**src/rtl/datapath_controller.sv**
```systemverilog
// rtl/datapath_controller.sv - multicycle fetch/decode/execute controller for the 16-bit datapath
module datapath_controller #(
    parameter int              PC_W     = 16,
    parameter logic [PC_W-1:0] RESET_PC = '0
) (
    input  logic            clk,
    input  logic            reset,
    output logic            mem_req,
    output logic            mem_we,
    output logic [PC_W-1:0] mem_addr,
    output logic [15:0]     mem_wdata,
    input  logic            mem_ack,
    input  logic [15:0]     mem_rdata,
    output logic [15:0]     instruction,
    input  logic [15:0]     srcData,
    input  logic [15:0]     dstData,
    input  logic            C,
    input  logic            L,
    input  logic            F,
    input  logic            Z,
    input  logic            N,
    output logic [3:0]      aluControl,
    output logic            srcRegEn,
    output logic            dstRegEn,
    output logic            immRegEn,
    output logic            irS,
    output logic            signEn,
    output logic            regFileEn,
    output logic            shiftALUMuxEn,
    output logic            regImmMuxEn,
    output logic            pcRegEn,
    output logic            pcRegMuxEn,
    output logic [1:0]      mux4En,
    output logic [1:0]      exMemResultEn,
    output logic [PC_W-1:0] pc,
    output logic [4:0]      psr
);

    typedef enum logic [2:0] {
        S_FETCH,
        S_DECODE,
        S_EXEC,
        S_MEM,
        S_WB
    } state_t;

    state_t          state;
    logic [PC_W-1:0] ipc;

    logic [3:0] op, rdest, ext, code;
    logic       is_alu, is_shift, is_bcond, is_jcond, is_load, is_stor, is_mem;
    logic       sets_flags, cond_true, br_taken, j_taken;
    logic [PC_W-1:0] br_target;

    assign op    = instruction[15:12];
    assign rdest = instruction[11:8];
    assign ext   = instruction[7:4];

    // R-type ops carry their ALU code in ext; immediate ops carry it in op.
    assign code       = (op == 4'h0) ? ext : op;
    assign is_alu     = code inside {4'h1, 4'h2, 4'h3, 4'h5, 4'h9, 4'hB, 4'hD};
    assign sets_flags = is_alu && (code inside {4'h5, 4'h9, 4'hB});
    assign is_shift   = (op == 4'h8) && (ext inside {4'h0, 4'h1, 4'h4});
    assign is_bcond   = (op == 4'hC);
    assign is_jcond   = (op == 4'h4) && (ext == 4'hC);
    assign is_load    = (op == 4'h4) && (ext == 4'h0);
    assign is_stor    = (op == 4'h4) && (ext == 4'h4);
    assign is_mem     = is_load || is_stor;

    // psr layout is {C,L,F,Z,N}
    always_comb begin
        cond_true = 1'b0;
        case (rdest)
            4'h0:    cond_true = psr[1];
            4'h1:    cond_true = !psr[1];
            4'h2:    cond_true = psr[4];
            4'h3:    cond_true = !psr[4];
            4'h6:    cond_true = psr[0];
            4'h7:    cond_true = !psr[0];
            4'h8:    cond_true = psr[2];
            4'h9:    cond_true = !psr[2];
            4'hA:    cond_true = psr[3];
            4'hB:    cond_true = !psr[3];
            4'hE:    cond_true = 1'b1;
            default: cond_true = 1'b0;
        endcase
    end

    assign br_taken  = is_bcond && cond_true;
    assign j_taken   = is_jcond && cond_true;
    assign br_target = ipc + {{(PC_W-8){instruction[7]}}, instruction[7:0]};

    always_ff @(posedge clk or negedge reset) begin
        if (!reset) begin
            state       <= S_FETCH;
            pc          <= RESET_PC;
            ipc         <= RESET_PC;
            psr         <= 5'b0;
            instruction <= 16'h0000;
        end else begin
            case (state)
                S_FETCH: begin
                    if (mem_ack) begin
                        instruction <= mem_rdata;
                        ipc         <= pc;
                        pc          <= pc + {{(PC_W-1){1'b0}}, 1'b1};
                        state       <= S_DECODE;
                    end
                end
                S_DECODE: state <= is_mem ? S_MEM : S_EXEC;
                S_EXEC: begin
                    if (sets_flags)
                        psr <= {C, L, F, Z, N};
                    if (br_taken)
                        pc <= br_target;
                    else if (j_taken)
                        pc <= srcData[PC_W-1:0];
                    state <= S_FETCH;
                end
                S_MEM: begin
                    if (mem_ack)
                        state <= is_load ? S_WB : S_FETCH;
                end
                S_WB:    state <= S_FETCH;
                default: state <= S_FETCH;
            endcase
        end
    end

    // The register file is not written during MEM, so srcData/dstData hold steady until ack.
    assign mem_req   = reset && ((state == S_FETCH) || (state == S_MEM));
    assign mem_we    = reset && (state == S_MEM) && is_stor;
    assign mem_addr  = (state == S_MEM) ? srcData[PC_W-1:0] : pc;
    assign mem_wdata = dstData;

    always_comb begin
        aluControl    = 4'h0;
        srcRegEn      = 1'b0;
        dstRegEn      = 1'b0;
        immRegEn      = 1'b0;
        irS           = 1'b0;
        signEn        = 1'b0;
        regFileEn     = 1'b0;
        shiftALUMuxEn = 1'b0;
        regImmMuxEn   = 1'b0;
        pcRegEn       = 1'b0;
        pcRegMuxEn    = 1'b0;
        mux4En        = 2'b00;
        exMemResultEn = 2'b00;
        case (state)
            S_DECODE: begin
                irS      = 1'b1;
                srcRegEn = 1'b1;
                dstRegEn = 1'b1;
                immRegEn = 1'b1;
            end
            S_EXEC: begin
                if (is_alu) begin
                    mux4En        = (op == 4'h0) ? 2'b00 : 2'b01;
                    aluControl    = code;
                    signEn        = !(op inside {4'h1, 4'h2, 4'h3});
                    regFileEn     = (code != 4'hB);
                    exMemResultEn = (code == 4'hD) ? 2'b10 : 2'b00;
                end else if (is_shift) begin
                    shiftALUMuxEn = 1'b1;
                    regFileEn     = 1'b1;
                    regImmMuxEn   = (ext != 4'h4);
                    signEn        = (ext != 4'h4);
                end else if (br_taken || j_taken) begin
                    pcRegEn    = 1'b1;
                    pcRegMuxEn = j_taken;
                end
            end
            S_WB: begin
                exMemResultEn = 2'b01;
                regFileEn     = 1'b1;
            end
            default: ;
        endcase
    end

endmodule

```
**config.mk**
```make
export PLATFORM = sky130hd
export DESIGN_NAME = datapath_controller
export DESIGN_NICKNAME = d
export VERILOG_FILES = /design/src/rtl/datapath_controller.sv
export SDC_FILE = /design/constraint.sdc
export NUM_CORES = 1
export LEC_CHECK = 0
export CORE_ASPECT_RATIO = 1.25
export CORE_MARGIN = 2
export CORE_UTILIZATION = 46
export DETAILED_ROUTE_END_ITERATION = 16
export PLACE_DENSITY = 0.81
export SLEW_MARGIN = 20
export SYNTH_ARGS = -nofsm -noshare
export SYNTH_HDL_FRONTEND = slang
export SYNTH_SLANG_ARGS = --single-unit
```
**constraint.sdc**
```tcl
create_clock -name clk -period 2.5 [get_ports clk]
set_input_delay 0.25 -clock clk [delete_from_list [all_inputs] [get_ports clk]]
set_output_delay 0.25 -clock clk [all_outputs]
set_load 0.1 [all_outputs]
```
==> metrics.yaml, run 1 <==
global_routing:
  grt_pass1_vias: 4295
  antenna_found_initial: 0
  grt_pass1_wl_mm: 21.3
  grt_max_degree: 28
  track_usage_pct: 27.7
  overflow: 0
cts:
  clock_latency_ns: 0.32
  clkSlewWorstSetupHoldPaths_ns: 0.10
  cts_tree: "done"
  clk_path_buf_depth: 2
  ctsRootBufferMaster: "clkbuf_8"
  cts.sinks: 56
  htreeDepth: 2
  cts_buffers: 5
logic_synthesis:
  ys.flop_type: "dfrtp_1"
  syn_area_per_cell_um2: 8.18
  synth_top_area_share_pct: 33.7
  syn_nets: 581
  yosysTopAreaCell: "dfrtp_1"
  yosysWarnings: 0
  async_flop_share_pct: 100
  synthCells: 508
  synthDistinctLibCells: 62
  yosys-top-cells-area: "dfrtp_1 (34%), nand2_1 (9.9%), mux2_2 (5.4%)"
  synth_edf_count: 0
  synth-seq-area-share_pct: 33.7
  syn-cell-area_mm2: 0.00416
  synth-seq-cells: 56
setup_path:
  path_cells: "nor3_4 -> nand4_1 -> a311oi_4 -> buf_12"
  crit_type: "flip-flop to primary output"
  arrival_ns: 2.20
  critPathMaxStageDelay_ns: 0.56
  endpoint_kind: "primary output"
  worstPathRequired_ns: 2.25
  critPathLaunchType: "flip-flop"
  critPathMaxFanout: 7
  worst_path_max_delay_cell: "a311oi_4"
route:
  drtIter0Drc: 328
  vias_per_cell: 5.92
  vias: 4345
  firstDrtPassIters: 5
  wl_per_cell_um: 18.3
  drc_errors: 0
  ant_nets: 0
  wl_mm: 13.4
floorplanning:
  die_width_um: 89.0
  die_h_um: 110
  core-area_mm2: 0.00875
  die_area_mm2: 0.00982
  ios: 145
  rows: 38
  start_util_pct: 47.5
sta:
  rsz0062_at_grt: "yes"
  fin_crit_sh_pct: 98.0
  max_freq_mhz: 408
  setup_ws_ns: 0.0502
  min_period_ns: 2.45
  finalSetupViolCount: 0
  final_hold_viol_count: 0
  clock_skew_ns: 0.0131
  holdWs_ns: 0.353
  slew_viol_final: 0
final_layout:
  most-common-layout-cells: "nand2_1 (108), buf_4 (74), clkdlybuf4s50_1 (38), dfrtp_1 (30), buf_12 (30)"
  layout_commonest_cell: "nand2_1"
  syn_to_final_growth_pct: 43.8
  finalNetCount: 686
  drive_gt1_share_pct: 31.9
  post_layout_nonfiller_instances: 734
  diodes: 0
placed_design:
  portBuffers: 111
  hpwl_mm: 10.4
  placed_cells: 721
  pre_cts_slack_ns: 0.0799
  place_congestion: 0.919
outcome:
  status: "completed"
worst_hold_path:
  hp-class: "primary input to async pin"
flow_run:
  maxCapViolCount: 0
-- critical path: cells and delay by family, from the launching register on --
family | cells | cell delay, ns
and+or+nand+nor | 2 | 0.54
buffers and inverters | 1 | 0.24
AOI/OAI and AO/OA | 1 | 0.56
DFF | 1 | 0.55
-- logic make-up (layout without fill, tap and decap cells) --
| family | Yosys count | after routing | share of synthesized area (%) |
|---|---|---|---|
| fa+ha+maj | 17 | 17 | 5.30 |
| simple gates | 219 | 219 | 24.9 |
| flops | 56 | 56 | 33.7 |
| xor+xnor | 13 | 13 | 2.74 |
| buf+inv | 60 | 166 | 7.61 |
| mux | 32 | 32 | 8.40 |
| other cells | 1 | 1 | 0.0902 |
| compound gates | 110 | 110 | 17.3 |
-- final cells by class --
| class | count | area, um2 |
|---|---|---|
| inverters | 14 | 52.6 |
| clock inverters | 3 | 47.5 |
| repair buffers | 144 | 1550 |
| fillers | 709 | 2770 |
| clock buffers | 5 | 68.8 |
| well taps | 120 | 150 |
| multi-input cells | 392 | 2660 |
| flip-flops and latches | 56 | 1450 |
-- stage by stage --
step	utilization, %	TNS (ns)	cell area, um2
after detailed placement	66.3	0	5800
final	68.3	0	5980
after global routing	68.3	-0.0114	5980
after floorplan	-	-1.00	4420
after global placement	66.3	0	5800
after CTS	67.9	0	5940
-- synth_stat cells, drive strengths merged, types with 2 or more instances --
cell      n
a31o      2
xnor2     6
a22oi     3
nor4      5
and2      5
dfrtp    56
nor2b     3
nand3b    3
buf      30
nor2     24
o21a      2
a31oi     8
a311oi    4
a221o     3
clkbuf   16
nor3b     6
nand2   110
nand2b    3
nand3    20
mux2i     9
a21o      3
inv      14
and3b     3
xor2      7
o211ai    7
o21bai    2
o21ai    30
a211oi    4
o22ai     2
a21oi    27
ha       16
and3      5
nor3     15
mux2     23
or3       3
a41oi     2
a221oi    2
a311o     2
nand4     9
-- final timing paths --
path | startpoint | end | slack [ns] | cells after the start
max | instruction[12] | pcRegMuxEn | 0.05 | 4
min | reset | instruction[6] | 0.35 | 2
min reg2reg | ipc[0] | ipc[0] | 0.48 | 2
min in group clk | mem_rdata[2] | instruction[2] | 0.44 | 3
max in group asynchronous | reset | pc[6] | 1.55 | 3
max reg2reg | instruction[13] | pc[2] | 0.11 | 7
-- registers in the layout, indices dropped and copies added, names as in the netlist --
register / flops
instruction: 16
ipc: 16
psr: 5
pc: 16
state: 3
-- layer usage --
| metal | part of all wire [%] | global-route usage (%) |
|---|---|---|
| met3 | 5.8 | 2.31 |
| met1 | 40 | 36.1 |
| met4 | 2.4 | 10.0 |
| met2 | 51 | 47.9 |
| met5 | 0 | 0 |
-- timing repair --
item | in CTS | in global routing
endpoints found under the hold margin | 2 | 0
setup buffers | 1 | 3
gates resized for setup | 1 | 7
pin swaps | 2 | 2
hold buffers | 1 | 0
setup endpoints to repair | 9 | 8
Power of run 1 is not shown: default switching activity piles up to over one toggle a cycle in this logic, so the estimate is an artifact.
==> inputs of run 2 (changes only) <==
- CORE_MARGIN: 2 -> not set
- GPL_ROUTABILITY_DRIVEN: not set -> 0
==> run 2 against run 1 <==
Against the previous run: maximum frequency barely moved; worst hold slack worse by 0.021 ns; via count rose by 3.1%; register-to-register slack worse by 0.06 ns; worst setup slack improved by 0.00070 ns; clock-buffer cell count is 2 higher; core utilization grew 0.92 points; first-iteration DRC count increased by 4.6%; global-route usage rose by 1.6 points; non-clock buffer count up 4; flip-flop and latch count unchanged; critical path type is now flip-flop to flip-flop; critical endpoint is now pc[15]; highest routed layer unchanged.
==> metrics.yaml, run 2 (same netlist as run 1, synthesis figures left out) <==
global_routing:
  overflow: 0  # unchanged
  track_usage_pct: 29.3  # +1.6 points
  grt_pass1_vias: 4352  # +1.3%
  antenna_found_initial: 0  # unchanged
  grt_max_degree: 56  # +100%
  grt_pass1_wl_mm: 21.4  # +0.65%
sta:
  maxSlewHeadroom_pct: 52.7
  fin_crit_sh_pct: 98.0  # about the same
  min_period_ns: 2.45  # -0.000699 ns
  holdWs_ns: 0.332  # -0.0214 ns
  clock_skew_ns: 0.00998  # -0.00316 ns
  worst_slew_pin_slew_ns: 0.709
  final_hold_viol_count: 0  # unchanged
  max_freq_mhz: 408  # about the same
  slew_viol_final: 0  # unchanged
  finalSetupViolCount: 0  # unchanged
setup_path:
  worst_path_max_delay_cell: "dfrtp_4"
  endpoint_kind: "flip-flop"
  regToRegEndpoint: "pc[15]"
  cp-startpoint: "instruction[7]"
  path_cells: "buf_4 -> ha_1 -> a21oi_1 -> o21ai_0 -> nor3b_1 -> nand3_1 -> a41oi_2 -> nand3_1"
  critPathLaunchType: "flip-flop"
  crit_type: "flip-flop to flip-flop"
  worst-path-buf-inv: 1  # unchanged
  regToRegSetupSlack_ns: 0.05  # -0.06 ns
  crit_path_end: "pc[15]"
  worstRegToRegCells: 8  # +1
  critPathMostFrequentCell: "nand3_1"
  crit_family: "compound AO/OA/AOI/OAI gates"
  r2r-start: "instruction[7]"
  critPathMaxStageDelay_ns: 0.59  # +0.03 ns
  critPathMaxFanout: 12  # +5
  worstPathRequired_ns: 2.69  # +0.44 ns
  arrival_ns: 2.64  # +0.44 ns
  path_depth: 8  # +4
worst_hold_path:
  hp-class: "primary input to async pin"
final_layout:
  diodes: 0  # unchanged
  multi_input_area_mm2: 0.00270  # +1.7%
  register_area_mm2: 0.00145  # -0.17%
  fill_cells: 705  # -0.56%
  most-common-layout-cells: "nand2_1 (107), buf_4 (75), clkdlybuf4s50_1 (38), dfrtp_1 (32), buf_12 (32)"
  drive_gt1_share_pct: 33.0  # +1.1 points
  layout_commonest_cell: "nand2_1"
  reg_top3: "instruction x16, ipc x16, pc x16"
  syn_to_final_growth_pct: 45.7
  finalNetCount: 690  # +0.58%
flow_run:
  maxCapViolCount: 0  # unchanged
outcome:
  status: "completed"
cts:
  ctsRootBufferMaster: "clkbuf_8"
  clock_latency_ns: 0.32  # about the same
  clk_path_buf_depth: 2  # unchanged
  clkSlewWorstSetupHoldPaths_ns: 0.10  # about the same
  htreeDepth: 2  # unchanged
  cts_tree: "done"
  cts_buffers: 5  # unchanged
  cts.sinks: 56  # unchanged
floorplanning:
  start_util_pct: 47.5  # unchanged
  ios: 145  # unchanged
  die_area_mm2: 0.00943  # -4.0%
  rows: 38  # unchanged
  core-area_mm2: 0.00875  # unchanged
  die_width_um: 87.0  # -2.2%
  die_h_um: 108  # -1.8%
route:
  firstDrtPassIters: 5  # unchanged
  drtIter0Drc: 343  # +4.6%
  wl_per_cell_um: 18.2  # -0.39%
  vias_per_cell: 6.07  # +2.5%
  wl_mm: 13.4  # +0.16%
  drc_errors: 0  # unchanged
  ant_nets: 0  # unchanged
  vias: 4478  # +3.1%
placed_design:
  hpwl_mm: 10.1  # -3.1%
  portBuffers: 111  # unchanged
## run 2: cell types whose count changed in the layout (fill, tap and decap cells not counted), sizes merged
cell,delta
clkinvlp,+1
clkbuf,+2
bufinv,-1
clkinv,-2
buf,+4
## run 2: final cells by class
class | count | share of cell area (%)
repair buffers | 148 | 26.6
clock buffers | 7 | 1.42
inverters | 14 | 0.867
clock inverters | 1 | 0.124
well taps | 120 | 2.48
multi-input cells | 392 | 44.6
flip-flops and latches | 56 | 23.9
## run 2: repair_timing
action | in CTS | in global routing
resized for setup | 2 | 14
endpoints found under the setup margin | 4 | 14
endpoints found under the hold margin | 1 | 0
pin swaps | 0 | 5
setup buffers | 0 | 8
hold buffers | 1 | 0
## run 2: per-layer routing
| metal | track usage (%) | up-vias | part of all wire (%) |
|---|---|---|---|
| met3 | 4.89 | 74 | 8.3 |
| li1 | - | 2006 | - |
| met2 | 50.3 | 286 | 50 |
| met4 | 17.4 | 0 | 5.3 |
| met1 | 34.1 | 2112 | 36 |
| met5 | 0 | - | 0 |
## run 2: stage by stage
step / std cells / instance area [um2] / util [%] / worst slack, ns / TNS, ns
2_1_floorplan: 508 / 4420 / - / -0.208 / -1.00
3_3_place_gp: 721 / 5820 / 66.6 / 0.206 / 0
3_5_place_dp: 721 / 5820 / 66.6 / 0.0739 / 0
4_1_cts: 730 / 5940 / 67.9 / 0.00179 / 0
5_1_grt: 738 / 6060 / 69.3 / -0.00824 / -0.00827
6_report: 738 / 6060 / 69.3 / 0.0509 / 0
## run 2: how the worst min path moves through the flow
stage | startpoint | to | slack, ns
CTS | reset | instruction[6] | 0.32
global route | reset | instruction[6] | 0.32
finish | reset | instruction[6] | 0.33
global placement | reset | instruction[6] | 0.05
floorplan | reset | instruction[0] | -0.05
detailed placement | reset | instruction[6] | 0.05
Power of run 2 is left out for the same reason.
==> inputs of run 3 (changes only) <==
- SLEW_MARGIN: 20 -> not set
==> results of run 3 <==
Final layout, timing and power as in run 2 (identical DEF).
Power of run 3 is left out for the same reason.
